`src/rtl/uart_tx.sv`:
```
// uart_tx: UART transmitter clocked at the baud rate (one bit period per clock cycle).
// Serialises a parallel word as: start bit (0), WIDTH data bits LSB first, an optional
// parity bit, then a stop bit (1). The line idles high.
//
// Optional feature (macro UART_TX_TWO_STOP_EN): when defined, a second stop-bit state
// follows the first and the frame grows by one cycle. When undefined, no such state exists.
//
// Ports:
//   i_clk            baud-rate clock
//   i_rst_n          asynchronous active-low reset
//   i_parallel_data  word to transmit, sampled with i_data_valid in IDLE
//   i_data_valid     one-cycle accept strobe; ignored while o_busy is high
//   i_parity_enable  1 = append a parity bit after the data bits (latched at accept)
//   i_parity_type    0 = even, 1 = odd (latched at accept)
//   o_serial_data    serial line, registered, idle high
//   o_busy           registered, high from the start bit through the last stop bit
module uart_tx #(
  parameter int unsigned WIDTH     = 8,
  parameter int unsigned CNT_WIDTH = $clog2(WIDTH)
) (
  input  logic             i_clk,
  input  logic             i_rst_n,
  input  logic [WIDTH-1:0] i_parallel_data,
  input  logic             i_data_valid,
  input  logic             i_parity_enable,
  input  logic             i_parity_type,
  output logic             o_serial_data,
  output logic             o_busy
);

`ifdef UART_TX_TWO_STOP_EN
  typedef enum logic [2:0] {
    StIdle, StStart, StData, StParity, StStop, StStop2
  } state_e;
`else
  typedef enum logic [2:0] {
    StIdle, StStart, StData, StParity, StStop
  } state_e;
`endif

  localparam logic [CNT_WIDTH-1:0] LastBit = CNT_WIDTH'(WIDTH - 1);

  state_e               state_q, state_d;
  logic [CNT_WIDTH-1:0] cnt_q, cnt_d;
  logic [WIDTH-1:0]     data_q, data_d;
  logic                 par_en_q, par_en_d;
  logic                 par_bit_q, par_bit_d;
  logic                 serial_q, serial_d;
  logic                 busy_q, busy_d;

  // Next-state logic
  always_comb begin
    state_d   = state_q;
    cnt_d     = cnt_q;
    data_d    = data_q;
    par_en_d  = par_en_q;
    par_bit_d = par_bit_q;
    case (state_q)
      StIdle: begin
        if (i_data_valid) begin
          data_d    = i_parallel_data;
          par_en_d  = i_parity_enable;
          // Even parity = XOR of the data; odd parity inverts it.
          par_bit_d = (^i_parallel_data) ^ i_parity_type;
          state_d   = StStart;
        end
      end
      StStart: begin
        cnt_d   = '0;
        state_d = StData;
      end
      StData: begin
        cnt_d = cnt_q + 1'b1;
        if (cnt_q == LastBit) begin
          state_d = par_en_q ? StParity : StStop;
        end
      end
      StParity: state_d = StStop;
`ifdef UART_TX_TWO_STOP_EN
      StStop:   state_d = StStop2;
      StStop2:  state_d = StIdle;
`else
      StStop:   state_d = StIdle;
`endif
      default:  state_d = StIdle;
    endcase
  end

  // Outputs are decoded from the next state so that the output flops line up with the
  // state register: the value visible in a cycle belongs to the state of that cycle.
  always_comb begin
    serial_d = 1'b1;
    busy_d   = 1'b0;
    case (state_d)
      StStart: begin
        serial_d = 1'b0;
        busy_d   = 1'b1;
      end
      StData: begin
        serial_d = data_d[cnt_d];
        busy_d   = 1'b1;
      end
      StParity: begin
        serial_d = par_bit_d;
        busy_d   = 1'b1;
      end
      StStop: begin
        serial_d = 1'b1;
        busy_d   = 1'b1;
      end
`ifdef UART_TX_TWO_STOP_EN
      StStop2: begin
        serial_d = 1'b1;
        busy_d   = 1'b1;
      end
`endif
      default: begin
        serial_d = 1'b1;
        busy_d   = 1'b0;
      end
    endcase
  end

  always_ff @(posedge i_clk or negedge i_rst_n) begin
    if (!i_rst_n) begin
      state_q   <= StIdle;
      cnt_q     <= '0;
      data_q    <= '0;
      par_en_q  <= 1'b0;
      par_bit_q <= 1'b0;
      serial_q  <= 1'b1;
      busy_q    <= 1'b0;
    end else begin
      state_q   <= state_d;
      cnt_q     <= cnt_d;
      data_q    <= data_d;
      par_en_q  <= par_en_d;
      par_bit_q <= par_bit_d;
      serial_q  <= serial_d;
      busy_q    <= busy_d;
    end
  end

  assign o_serial_data = serial_q;
  assign o_busy        = busy_q;

endmodule

```
`config.mk`:
```
export PLATFORM = sky130hd
export DESIGN_NAME = uart_tx
export DESIGN_NICKNAME = d
export VERILOG_FILES = /design/src/rtl/uart_tx.sv
export SDC_FILE = /design/constraint.sdc
export NUM_CORES = 1
export LEC_CHECK = 0
export ABC_AREA = 0
export BUFFER_PORTS_ARGS = -buffer_cell sky130_fd_sc_hd__buf_2
export CORE_ASPECT_RATIO = 1.2
export CORE_MARGIN = 10
export CORE_UTILIZATION = 35
export DETAILED_ROUTE_END_ITERATION = 10
export SLEW_MARGIN = 15
export SYNTH_ARGS = -nofsm -noshare
export SYNTH_HDL_FRONTEND = slang
export SYNTH_SLANG_ARGS = --single-unit
```
`constraint.sdc`:
```
create_clock -name i_clk -period 2.47 [get_ports i_clk]
set_clock_uncertainty 0.2 [all_clocks]
set_input_delay 0.494 -clock i_clk [delete_from_list [all_inputs] [get_ports i_clk]]
set_output_delay 0.494 -clock i_clk [all_outputs]
set_load 0.005 [all_outputs]
```
# Word-level counts from Yosys, hierarchy flattened

Index checks and enable logic that the tools add are counted.

Bits in registers: 18
Word-level logic and storage cells: 35
Input port bits: 13

$lt $le $gt $ge: 1
Bitwise operators: 1
Reductions and logical operators: 4
Add/subtract/negate cells: 1
Equal/unequal tests: 8
Mux-type cells: 13

Operator list:

| operator                                            | count |
|---|---|
| 2-to-1 mux 8 bit                                    | 2 |
| equality test 3 x 2 -> 1 bit, second input constant | 4 |
| one-hot mux 3 bit (4 select lines)                  | 1 |
| 2-to-1 mux 3 bit                                    | 3 |
| XOR reduction 8 bit                                 | 1 |
| equality test 3 x 1 -> 1 bit, second input constant | 2 |
| equality test 3 bit, second input constant          | 2 |
| one-hot mux 3 bit (2 select lines)                  | 1 |
| < comparator 3 x 4 -> 1 bit, second input constant  | 1 |
| 2-to-1 mux 1 bit                                    | 4 |
| OR reduction 4 bit                                  | 1 |
| adder 3 x 1 -> 3 bit, second input constant         | 1 |
| binary-select mux 1 bit (select 3 bit)              | 1 |
| zero test 3 bit                                     | 1 |
| one-hot mux 1 bit (3 select lines)                  | 1 |
| AND reduction 2 bit                                 | 1 |
| bitwise XOR 1 bit                                   | 1 |

# Logic depth before layout (Yosys ltp)

Word-level depth: 6
Gate-level depth with buffers: 9
Gate-level depth less buffers: 9

# Worst setup path after synthesis

OpenSTA, ideal clock, no wires.

Path type: reg2reg
Start: register state_q[2]
End: register serial_q, in the netlist o_serial_data
Clock period less this slack: 2107 ps
Data required time: 2179 ps
Stages on the path, launching flop included: 9
Path buffers: 2
Arrival time: 1816 ps
Slack: 363 ps
Cell sequence: dfrtp_1 buf_2 nor4b_4 buf_4 mux2_1 mux2i_1 nor3_1 nor4_1 o311ai_1

Longest elaborated chain between the ends: 5
Elaborated cells between the ends (all ways): 16

RTL lines:

| what                                   | RTL line | source |
|---|---|---|
| from (decl)                            | 43       | `state_e state_q, state_d;` |
| from (signal assigned)                 | 126      | `state_q <= StIdle;` |
| from (signal assigned)                 | 134      | `state_q <= state_d;` |
| zero test 3 bit                        | 58       | `case (state_q)` |
| 2-to-1 mux 8 bit                       | 58       |  |
| named net data_d[2]                    | 45       | `logic [WIDTH-1:0] data_q, data_d;` |
| binary-select mux 1 bit (select 3 bit) | 100      | `serial_d = data_d[cnt_d];` |
| 2-to-1 mux 1 bit (implied by the code) | 100      |  |
| one-hot mux 1 bit (3 select lines)     | 94       | `case (state_d)` |
| named net serial_d                     | 48       | `logic serial_q, serial_d;` |
| to (signal assigned)                   | 139      | `serial_q <= serial_d;` |
| to (decl)                              | 48       |  |

The timed path passes the listed nets, and every way through them passes these cells. The select of a mux whose other input is x is not followed.
A chain may end at the register's enable or synchronous reset.

# Worst setup path in the final report

Start: register state_q[0]
End: register serial_q, in the netlist o_serial_data

The elaborated chain is that of the path after synthesis.

==> impl_metrics.tcl <==
set metrics [dict create \
    fin_cells 136 \
    vias 670 \
    grt_pass1_vias 753 \
    htreeDepth 1 \
    rr_worst_depth 7 \
    dp_cells 131 \
    r2r-start "state_q[0]" \
    core_um2 2600 \
    power.switching_uw 516 \
    p_seq_frac 0.403 \
    synthArstFlopShare 1.00 \
    drtAntennaViolNets 0 \
    yosysTopAreaCellShare 0.437 \
    cp.arrival_ns 2.32 \
    switching_share 0.385 \
    n_fill_cell 258 \
    diodes 0 \
    vias_per_cell 4.93 \
    die_area_um2 5300 \
    synthTopCellsByArea "dfrtp_1, mux2_1, xnor2_1" \
    worstHoldEndpoint "par_en_q" \
    power.share.clock 0.113 \
    max_freq_mhz 433 \
    path_cells "nor4b_4 > buf_4 > mux2_1 > mux2i_1 > nor3_1 > nor4_1 > o311ai_1" \
    ios 15 \
    cts_buffers 3 \
    cts.sinks 18 \
    clock_latency_ns 0.29 \
    relSlewSlack 0.724 \
    clockBufferDepth 2 \
    dpl.hpwl_mm 1.49 \
    cp-end-kind "register" \
    synth.net_count 100 \
    fin_crit_sh 0.935 \
    ys_types 29 \
    synth-edff-count 0 \
    synth_ff_type "dfrtp_1" \
    crit_path_start_kind "register" \
    die_w_um 68.1 \
    internal-power_uw 825 \
    slew_viol_final 0 \
    antenna_found_initial 0 \
    setup_viol 0 \
    peakVddDrop_uv 466 \
    critPathSlowestCell "dfrtp_1" \
    area_growth_pct 14.7 \
    layout_common_cells "dfrtp_1, buf_2, inv_1" \
    yosys_warnings 0 \
    gp_congestion 0.738 \
    crit_required_ns 2.48 \
    rrSetupSlack_ns 0.16 \
    die_height_um 77.8 \
    hold_class "input port to register" \
    status "completed" \
    yosysTopAreaCell "dfrtp_1" \
    drc 0 \
    fin_crit_ns 2.31 \
    portBuffers 14 \
    clk_pin_slew_ns 0.10 \
    grt_overflow 0 \
    grt_util_all_layers 0.0772 \
    rsz0062_at_grt "no" \
    power_density_nw_per_um2 1200 \
    tns_ns 0 \
    dr.pass1.iters 6 \
    synthCells 85 \
    finalHoldViolations 0 \
    syn-mean-instance-area_um2 11.5 \
    timing.rr.end "o_serial_data" \
    p_leak_nw 0.512 \
    cts_tree "built" \
    synth_seq_area_share 0.464 \
    worstPathMaxFanout 12 \
    drt_iter0_drc 19 \
    min_from "i_parity_enable" \
    final_net_count 119 \
    drive_gt1_frac 0.272 \
    cts-root-buf "clkbuf_4" \
    whs_path_depth 3 \
    worst_slew_pin_slew_ns 0.414 \
    initial_core_util 0.374 \
    cap_viol_max_count 0 \
    grt_max_degree 19 \
    routed_wl_mm 1.90 \
    rows 20 \
    combPwrFrac 0.485 \
    wl_per_cell_um 14.0 \
    critical_path_class "register to register" \
    cp_slowest_stage_delay_ns 0.49 \
    netlist_area_um2 973 \
    grt_pass1_wl_mm 3.26 \
    regArea_um2 453 \
    layout_commonest_cell "dfrtp_1" \
    multi_input_area_um2 467 \
    post-cts-setup-buffers 0 \
    ys_seq_elements 18 \
]
cell usage after synthesis, types with 3 or more instances:
master,instances
nand2_1,3
inv_1,7
a21oi_1,5
o21ai_0,3
nand2b_1,3
mux2_2,3
nor3_1,5
dfrtp_1,17
mux2_1,6
mux2i_1,4
xnor2_1,6
registers in the layout (all words and copies together) (netlist names):
| register | cells |
|---|---|
| o_serial_data | 1 |
| data_q | 8 |
| par_en_q | 1 |
| state_q | 3 |
| par_bit_q | 1 |
| cnt_q | 3 |
| o_busy | 1 |
per-layer routing:
metal | up-vias | global-route usage | wire [um]
met5 | - | 0 | 0
met3 | 2 | 0.0273 | 116
met1 | 325 | 0.0883 | 819
met2 | 14 | 0.123 | 956
li1 | 329 | - | -
met4 | 0 | 0.0363 | 10
how the worst max path moves through the flow:
stage	endpoint	cells past startpoint	startpoint	slack [ns]
2_1_floorplan	o_serial_data	8	state_q[2]	0.36
3_3_place_gp	o_serial_data	8	i_data_valid	0.20
3_5_place_dp	o_serial_data	8	i_data_valid	0.11
4_1_cts	o_serial_data	7	state_q[1]	0.14
5_1_grt	o_serial_data	7	state_q[0]	0.003
6_report	o_serial_data	7	state_q[0]	0.16
cell families after synthesis:
kind of cell             after synthesis  synth area share
multiplexers                          13             0.145
buffers and inverters                 11            0.0566
AO/OA/AOI/OAI                         13            0.0938
flip-flops                            18             0.464
adder cells (fa/ha/maj)                2            0.0257
XOR/XNOR                               8            0.0720
AND/OR/NAND/NOR                       20             0.143
what timing repair did:
item | in CTS | in global routing
setup endpoints to repair | 0 | 1
gates resized for setup | 0 | 1
endpoints found under the hold margin | 17 | 0
hold buffers | 1 | 0
metrics by stage:
| step | worst slack [ns] | instance area (um^2) | hold slack (ns) | power [mW] | utilization |
|---|---|---|---|---|---|
| final | 0.160 | 1120 | 0.209 | 1.34 | 0.429 |
| after floorplan | 0.363 | 973 | -0.00159 | 1.04 | - |
| after global placement | 0.195 | 1080 | 0.250 | 1.18 | 0.414 |
| after global routing | 0.00314 | 1120 | 0.244 | 1.46 | 0.429 |
| after detailed placement | 0.109 | 1080 | 0.251 | 1.20 | 0.414 |
| after CTS | 0.140 | 1110 | 0.200 | 1.36 | 0.428 |
cell type report:
| cell class | count | area share |
|---|---|---|
| Multi-Input combinational cell | 56 | 0.418 |
| Sequential cell | 18 | 0.406 |
| Timing Repair Buffer | 18 | 0.0919 |
| Tap cell | 33 | 0.0370 |
| Clock buffer | 4 | 0.0235 |
| Inverter | 7 | 0.0235 |
power by group through the flow:
stage / clock network (mW) / logic, mW / registers, mW
after CTS: 0.162 / 0.663 / 0.539
after global routing: 0.170 / 0.727 / 0.558
final: 0.151 / 0.650 / 0.540
after global placement: 0 / 0.644 / 0.541
after floorplan: 0 / 0.536 / 0.503
after detailed placement: 0 / 0.655 / 0.546
critical path: cells and delay by family, from the launching register on:
family                 cells  cell delay (ns)
AO/OA/AOI/OAI              1             0.12
AND/OR/NAND/NOR            3             0.66
multiplexers               2             0.53
flip-flops                 1             0.49
buffers and inverters      1             0.23
(Power assumes the default switching activity.)
